## config.mk

```make
export PLATFORM = sky130hd
export DESIGN_NAME = condicionador_botoes
export DESIGN_NICKNAME = d
export VERILOG_FILES = /design/src/rtl/pkg_botoes.sv /design/src/rtl/debouncer_botao.sv /design/src/rtl/condicionador_botoes.sv
export SDC_FILE = /design/constraint.sdc
export NUM_CORES = 1
export LEC_CHECK = 0
export BUFFER_PORTS_ARGS = -buffer_cell sky130_fd_sc_hd__clkbuf_2
export CORE_ASPECT_RATIO = 0.9
export CORE_UTILIZATION = 55
export DETAILED_ROUTE_END_ITERATION = 16
export PLACE_DENSITY_LB_ADDON = 0.2
export SLEW_MARGIN = 20
export SYNTH_ARGS = -nofsm -noshare
export SYNTH_HDL_FRONTEND = slang
export SYNTH_SLANG_ARGS = --single-unit
```

## constraint.sdc

```tcl
create_clock -name clk -period 2.15 [get_ports clk]
set_clock_uncertainty 0.15 [all_clocks]
set_input_delay 0.215 -clock clk [delete_from_list [all_inputs] [get_ports clk]]
set_output_delay 0.215 -clock clk [all_outputs]
set_load 0.02 [all_outputs]
```

## src/rtl/pkg_botoes.sv

```systemverilog
// Shared types and constants for the push-button conditioner.
// Debounce FSM state encoding and default debounce length.
package pkg_botoes;

  typedef enum logic [1:0] {
    SOLTO,
    CONFIRMA_PRESS,
    PRESSIONADO,
    CONFIRMA_SOLTA
  } estado_botao_t;

  // 1 ms at 50 MHz
  localparam int DEBOUNCE_PADRAO = 50000;

endpackage

```

## src/rtl/debouncer_botao.sv

```systemverilog
// One button channel: 2-flop synchroniser, debounce FSM, press pulse.
// Ports: clk, rst (async active-low), bruto, habilitar -> estavel, pulso.
module debouncer_botao
  import pkg_botoes::*;
#(
  parameter int DEBOUNCE_CICLOS = DEBOUNCE_PADRAO
) (
  input  logic clk,
  input  logic rst,
  input  logic bruto,
  input  logic habilitar,
  output logic estavel,
  output logic pulso
);

  localparam int CW = $clog2(DEBOUNCE_CICLOS + 1);
  localparam logic [CW-1:0] ALVO = CW'(DEBOUNCE_CICLOS - 1);
  localparam logic [CW-1:0] SAT  = CW'(DEBOUNCE_CICLOS);

  logic [1:0]    sinc;
  logic          s;
  estado_botao_t estado_q, estado_d;
  logic [CW-1:0] cnt_q, cnt_d, cnt_inc;
  logic          est_q, est_d;
  logic          pulso_q, pulso_d;

  always_ff @(posedge clk or negedge rst) begin
    if (!rst) begin
      sinc <= 2'b00;
    end else begin
      sinc <= {sinc[0], bruto};
    end
  end

  assign s = sinc[1];

  // Counter saturates instead of wrapping.
  assign cnt_inc = (cnt_q == SAT) ? cnt_q : cnt_q + CW'(1);

  always_ff @(posedge clk or negedge rst) begin
    if (!rst) begin
      estado_q <= SOLTO;
      cnt_q    <= '0;
      est_q    <= 1'b0;
      pulso_q  <= 1'b0;
    end else begin
      estado_q <= estado_d;
      cnt_q    <= cnt_d;
      est_q    <= est_d;
      pulso_q  <= pulso_d;
    end
  end

  always_comb begin
    estado_d = estado_q;
    cnt_d    = cnt_q;
    est_d    = est_q;
    pulso_d  = 1'b0;
    unique case (estado_q)
      SOLTO: begin
        if (s) begin
          estado_d = CONFIRMA_PRESS;
          cnt_d    = CW'(1);
        end else begin
          cnt_d    = '0;
        end
      end
      CONFIRMA_PRESS: begin
        if (!s) begin
          estado_d = SOLTO;
          cnt_d    = '0;
        end else if (cnt_q == ALVO) begin
          estado_d = PRESSIONADO;
          est_d    = 1'b1;
          // Dropped, not queued, when disabled.
          pulso_d  = habilitar;
        end else begin
          cnt_d    = cnt_inc;
        end
      end
      PRESSIONADO: begin
        if (!s) begin
          estado_d = CONFIRMA_SOLTA;
          cnt_d    = CW'(1);
        end
      end
      CONFIRMA_SOLTA: begin
        if (s) begin
          estado_d = PRESSIONADO;
          cnt_d    = '0;
        end else if (cnt_q == ALVO) begin
          estado_d = SOLTO;
          est_d    = 1'b0;
        end else begin
          cnt_d    = cnt_inc;
        end
      end
      default: begin
        estado_d = SOLTO;
        cnt_d    = '0;
      end
    endcase
  end

  assign estavel = est_q;
  assign pulso   = pulso_q;

endmodule

```

## src/rtl/condicionador_botoes.sv

```systemverilog
// Conditions raw buttons into debounced levels and one-cycle press pulses.
// Ports: clk, rst (async active-low), botoes_brutos, habilitar ->
//   botoes_estavel, botoes_pulso, algum_pulso.
module condicionador_botoes
  import pkg_botoes::*;
#(
  parameter int N_BOTOES        = 6,
  parameter int DEBOUNCE_CICLOS = DEBOUNCE_PADRAO
) (
  input  logic                clk,
  input  logic                rst,
  input  logic [N_BOTOES-1:0] botoes_brutos,
  input  logic                habilitar,
  output logic [N_BOTOES-1:0] botoes_estavel,
  output logic [N_BOTOES-1:0] botoes_pulso,
  output logic                algum_pulso
);

  for (genvar i = 0; i < N_BOTOES; i++) begin : g_canal
    debouncer_botao #(
      .DEBOUNCE_CICLOS(DEBOUNCE_CICLOS)
    ) u_deb (
      .clk      (clk),
      .rst      (rst),
      .bruto    (botoes_brutos[i]),
      .habilitar(habilitar),
      .estavel  (botoes_estavel[i]),
      .pulso    (botoes_pulso[i])
    );
  end

  assign algum_pulso = |botoes_pulso;

endmodule

```

==> run metrics <==
Reg2Reg Launch Point g_canal[3].u_deb.cnt_q[1]; commonest non-fill, non-tap cell in the layout dfrtp_1; max-cap check violation count 0; DRT iter0 DRCs 542; Inserted Clock Buffers 17; EDFF count, synth 0; Final Cycle Share 0.9583; Yosys warnings 0; total grt overflow 0; Post-Place Cells roughly 990; Layout area overhead 12.04%; final wirelength 17170 um; largest family of logic cells by synthesized area simple AND/OR/NAND/NOR gates; Worst-Skew Late Latency 430 ps; Rows 40; Final Net Count 865; number of synthesized register bits 132; I/O pin count 22; critical path class reg -> reg; met2 usage 0.4144; chip height 113.7 um; # H-tree levels 4; Leakage 3.648 nW; Non-Filler Instances 1024; CP max FO 8; share of synthesized registers carrying an async set or reset 1.000; status finished clean; Cells after Synth 828; Vias 6627; Seq/Total Area, Yosys 0.4335; share of cells above drive strength 1 0.1262; Crit. End Element register; Yosys top cell by area dfrtp_1; Via density 6.472; simple-gate share of the synthesized area 0.2591; CTS tree built; GRT Util Overall 0.2523; placed instance area approximately 7900 um2; Reg2Reg Depth 5; clk sink count 132; met3 usage 0.05957; post-CTS setup repair buffer count 0; Synth Area in Compound Gates 0.2085; Mapped Area about 7600 um2; largest net degree at the start of global routing 51; die width 126.1 um; fmax 0.4854 GHz; worst-case clock buffer depth 2; Fin. Hold Viols 0; Min Clock Period, post-route a little over 2000 ps; mux share of post-synthesis cell area 0.01264; Routed Antenna Nets 0; DPL Wire Length 11690 um; Remaining DRCs 0; die area 14330 um2; met1 Usage GRT 0.3200; clk root buf clkbuf_16; Placer Congestion ~0.87; post-synthesis cell type count 72; max-slew violation count 0; Initial Util 0.5681; most frequent cells in the layout dfrtp_1, nand2_1, o21ai_0, nand3_1, inv_1; Total Power 5.692 mW; Power Dens Cells 666.7 nW/um2; Synth Area in Adders 0.01970; first-pass GRT wire length approximately 29000 um; RSZ-0062 raised after global routing true; reg-to-reg slack, setup 90 ps; crit path DAT 2210 ps; port buffer count 21; Synth top area share 0.4335; 1st-pass router iterations 5; Wirelength per Cell 16.77 um; worst setup path end g_canal[3].u_deb.cnt_q[0]; Worst IR Drop VDD roughly 0.00056 V; Design Area, Final about 8500 um2; launch point of the critical path g_canal[3].u_deb.cnt_q[1]; FF-to-FF End g_canal[3].u_deb.cnt_q[0]; Post-Synth XOR/XNOR Area 0.01034; Synth Net Count between 800 and 900; Worst-Margin Slew between 500 and 600 ps; HP Class in -> reg; vias in the first global route 6157; GRT Max-Usage Layer met2; top post-synthesis cells by area dfrtp_1, nand2_1, o21ai_0, nand3_1, a31oi_1; core area 13410 um2; Reg clk slew, reported paths 60 ps; CP Launch Type register; initial antenna violation count 0; endpoints failing setup 0; WP data required 2300 ps; Slew headroom 0.6001; dominant synthesized flop cell dfrtp_1; antenna cells 0; syn_area_per_cell 9.203 um2
==> sequential cells by signal (all words and copies together) (netlist names), named ones only <==
| signal | cells |
|---|---|
| g_canal.u_deb.cnt_q | 96 |
| g_canal.u_deb.sinc | 12 |
| g_canal.u_deb.estado_q | 6 |
| g_canal.u_deb.estavel | 6 |
| g_canal.u_deb.pulso | 6 |
==> per-layer routing <==
layer  part of all wire  vias to the layer above
li1                   -                     3170
met1               0.45                     3259
met2               0.49                      171
met3              0.043                       27
met4              0.020                        0
met5                  0                        -
==> Yosys cell counts (all sizes together) (10+ instances only) <==
library cell	instances
clkbuf	27
or3	18
nand3	52
nor2	34
ha	12
o211ai	18
dfrtp	132
o21ai	53
nor4	16
and4	12
and3	19
a21o	20
a41oi	10
buf	27
inv	43
a21oi	33
or4	10
nand4b	11
nand2	72
nor3	25
a31oi	29
nand4	14
==> report_power, final <==
| part | internal (mW) | switching [mW] |
|---|---|---|
| Clock | 1.82 | 1.05 |
| Sequential | 2.52 | 0.0478 |
| Combinational | 0.0936 | 0.163 |
==> metrics by stage <==
| step | hold slack [ps] | TNS [ps] | setup slack (ps) | util |
|---|---|---|---|---|
| 6_report | 10.22 | 0 | 89.75 | 0.6365 |
| 5_1_grt | 34.93 | -44.56 | -44.56 | 0.6365 |
| 4_1_cts | 13.93 | 0 | 78.58 | 0.6351 |
| 3_5_place_dp | 27.81 | 0 | 81.47 | 0.5860 |
| 3_3_place_gp | 20.60 | 0 | 162.5 | 0.5860 |
| 2_1_floorplan | -230.6 | 0 | 195.1 | - |
==> what timing repair did <==
action                                 4_1_cts  5_1_grt
endpoints found under the hold margin       98        0
setup endpoints to repair                    0        6
hold buffers                                 7        0
resized for setup                            0        6
==> worst min path at each step <==
stage / end / cells past startpoint / from / slack [ps]
floorplan: async pin / 0 / rst / -230
global placement: g_canal[2].u_deb.cnt_q[9] / 1 / rst / 20
detailed placement: g_canal[2].u_deb.cnt_q[10] / 1 / rst / 30
CTS: g_canal[0].u_deb.pulso / 2 / habilitar / 10
global route: g_canal[1].u_deb.pulso / 3 / habilitar / 30
finish: g_canal[0].u_deb.pulso / 2 / habilitar / 10
==> worst max-delay path: stages (launching register included) <==
cell and delay (ps):
dfrtp_1 400, ha_2 230, nand4b_1 180, a2111oi_4 620, mux2i_1 250, a22oi_1 90
==> cells by family after synthesis <==
kind of cell             Yosys count
buffers and inverters             97
multiplexers                       9
XOR/XNOR                           9
flip-flops                       132
AO/OA/AOI/OAI                    230
AND/OR/NAND/NOR                  339
adder cells (fa/ha/maj)           12
==> layout make-up <==
| class | count | area [um2] |
|---|---|---|
| Inverter | 43 | 161.4 |
| Sequential cell | 132 | 3304 |
| Tap cell | 168 | 210.2 |
| Fill cell | 1075 | 4876 |
| Clock buffer | 23 | 488.0 |
| Multi-Input combinational cell | 599 | 3906 |
| Clock inverter | 8 | 100.1 |
| Timing Repair Buffer | 51 | 366.6 |
(Power assumes the default switching activity.)
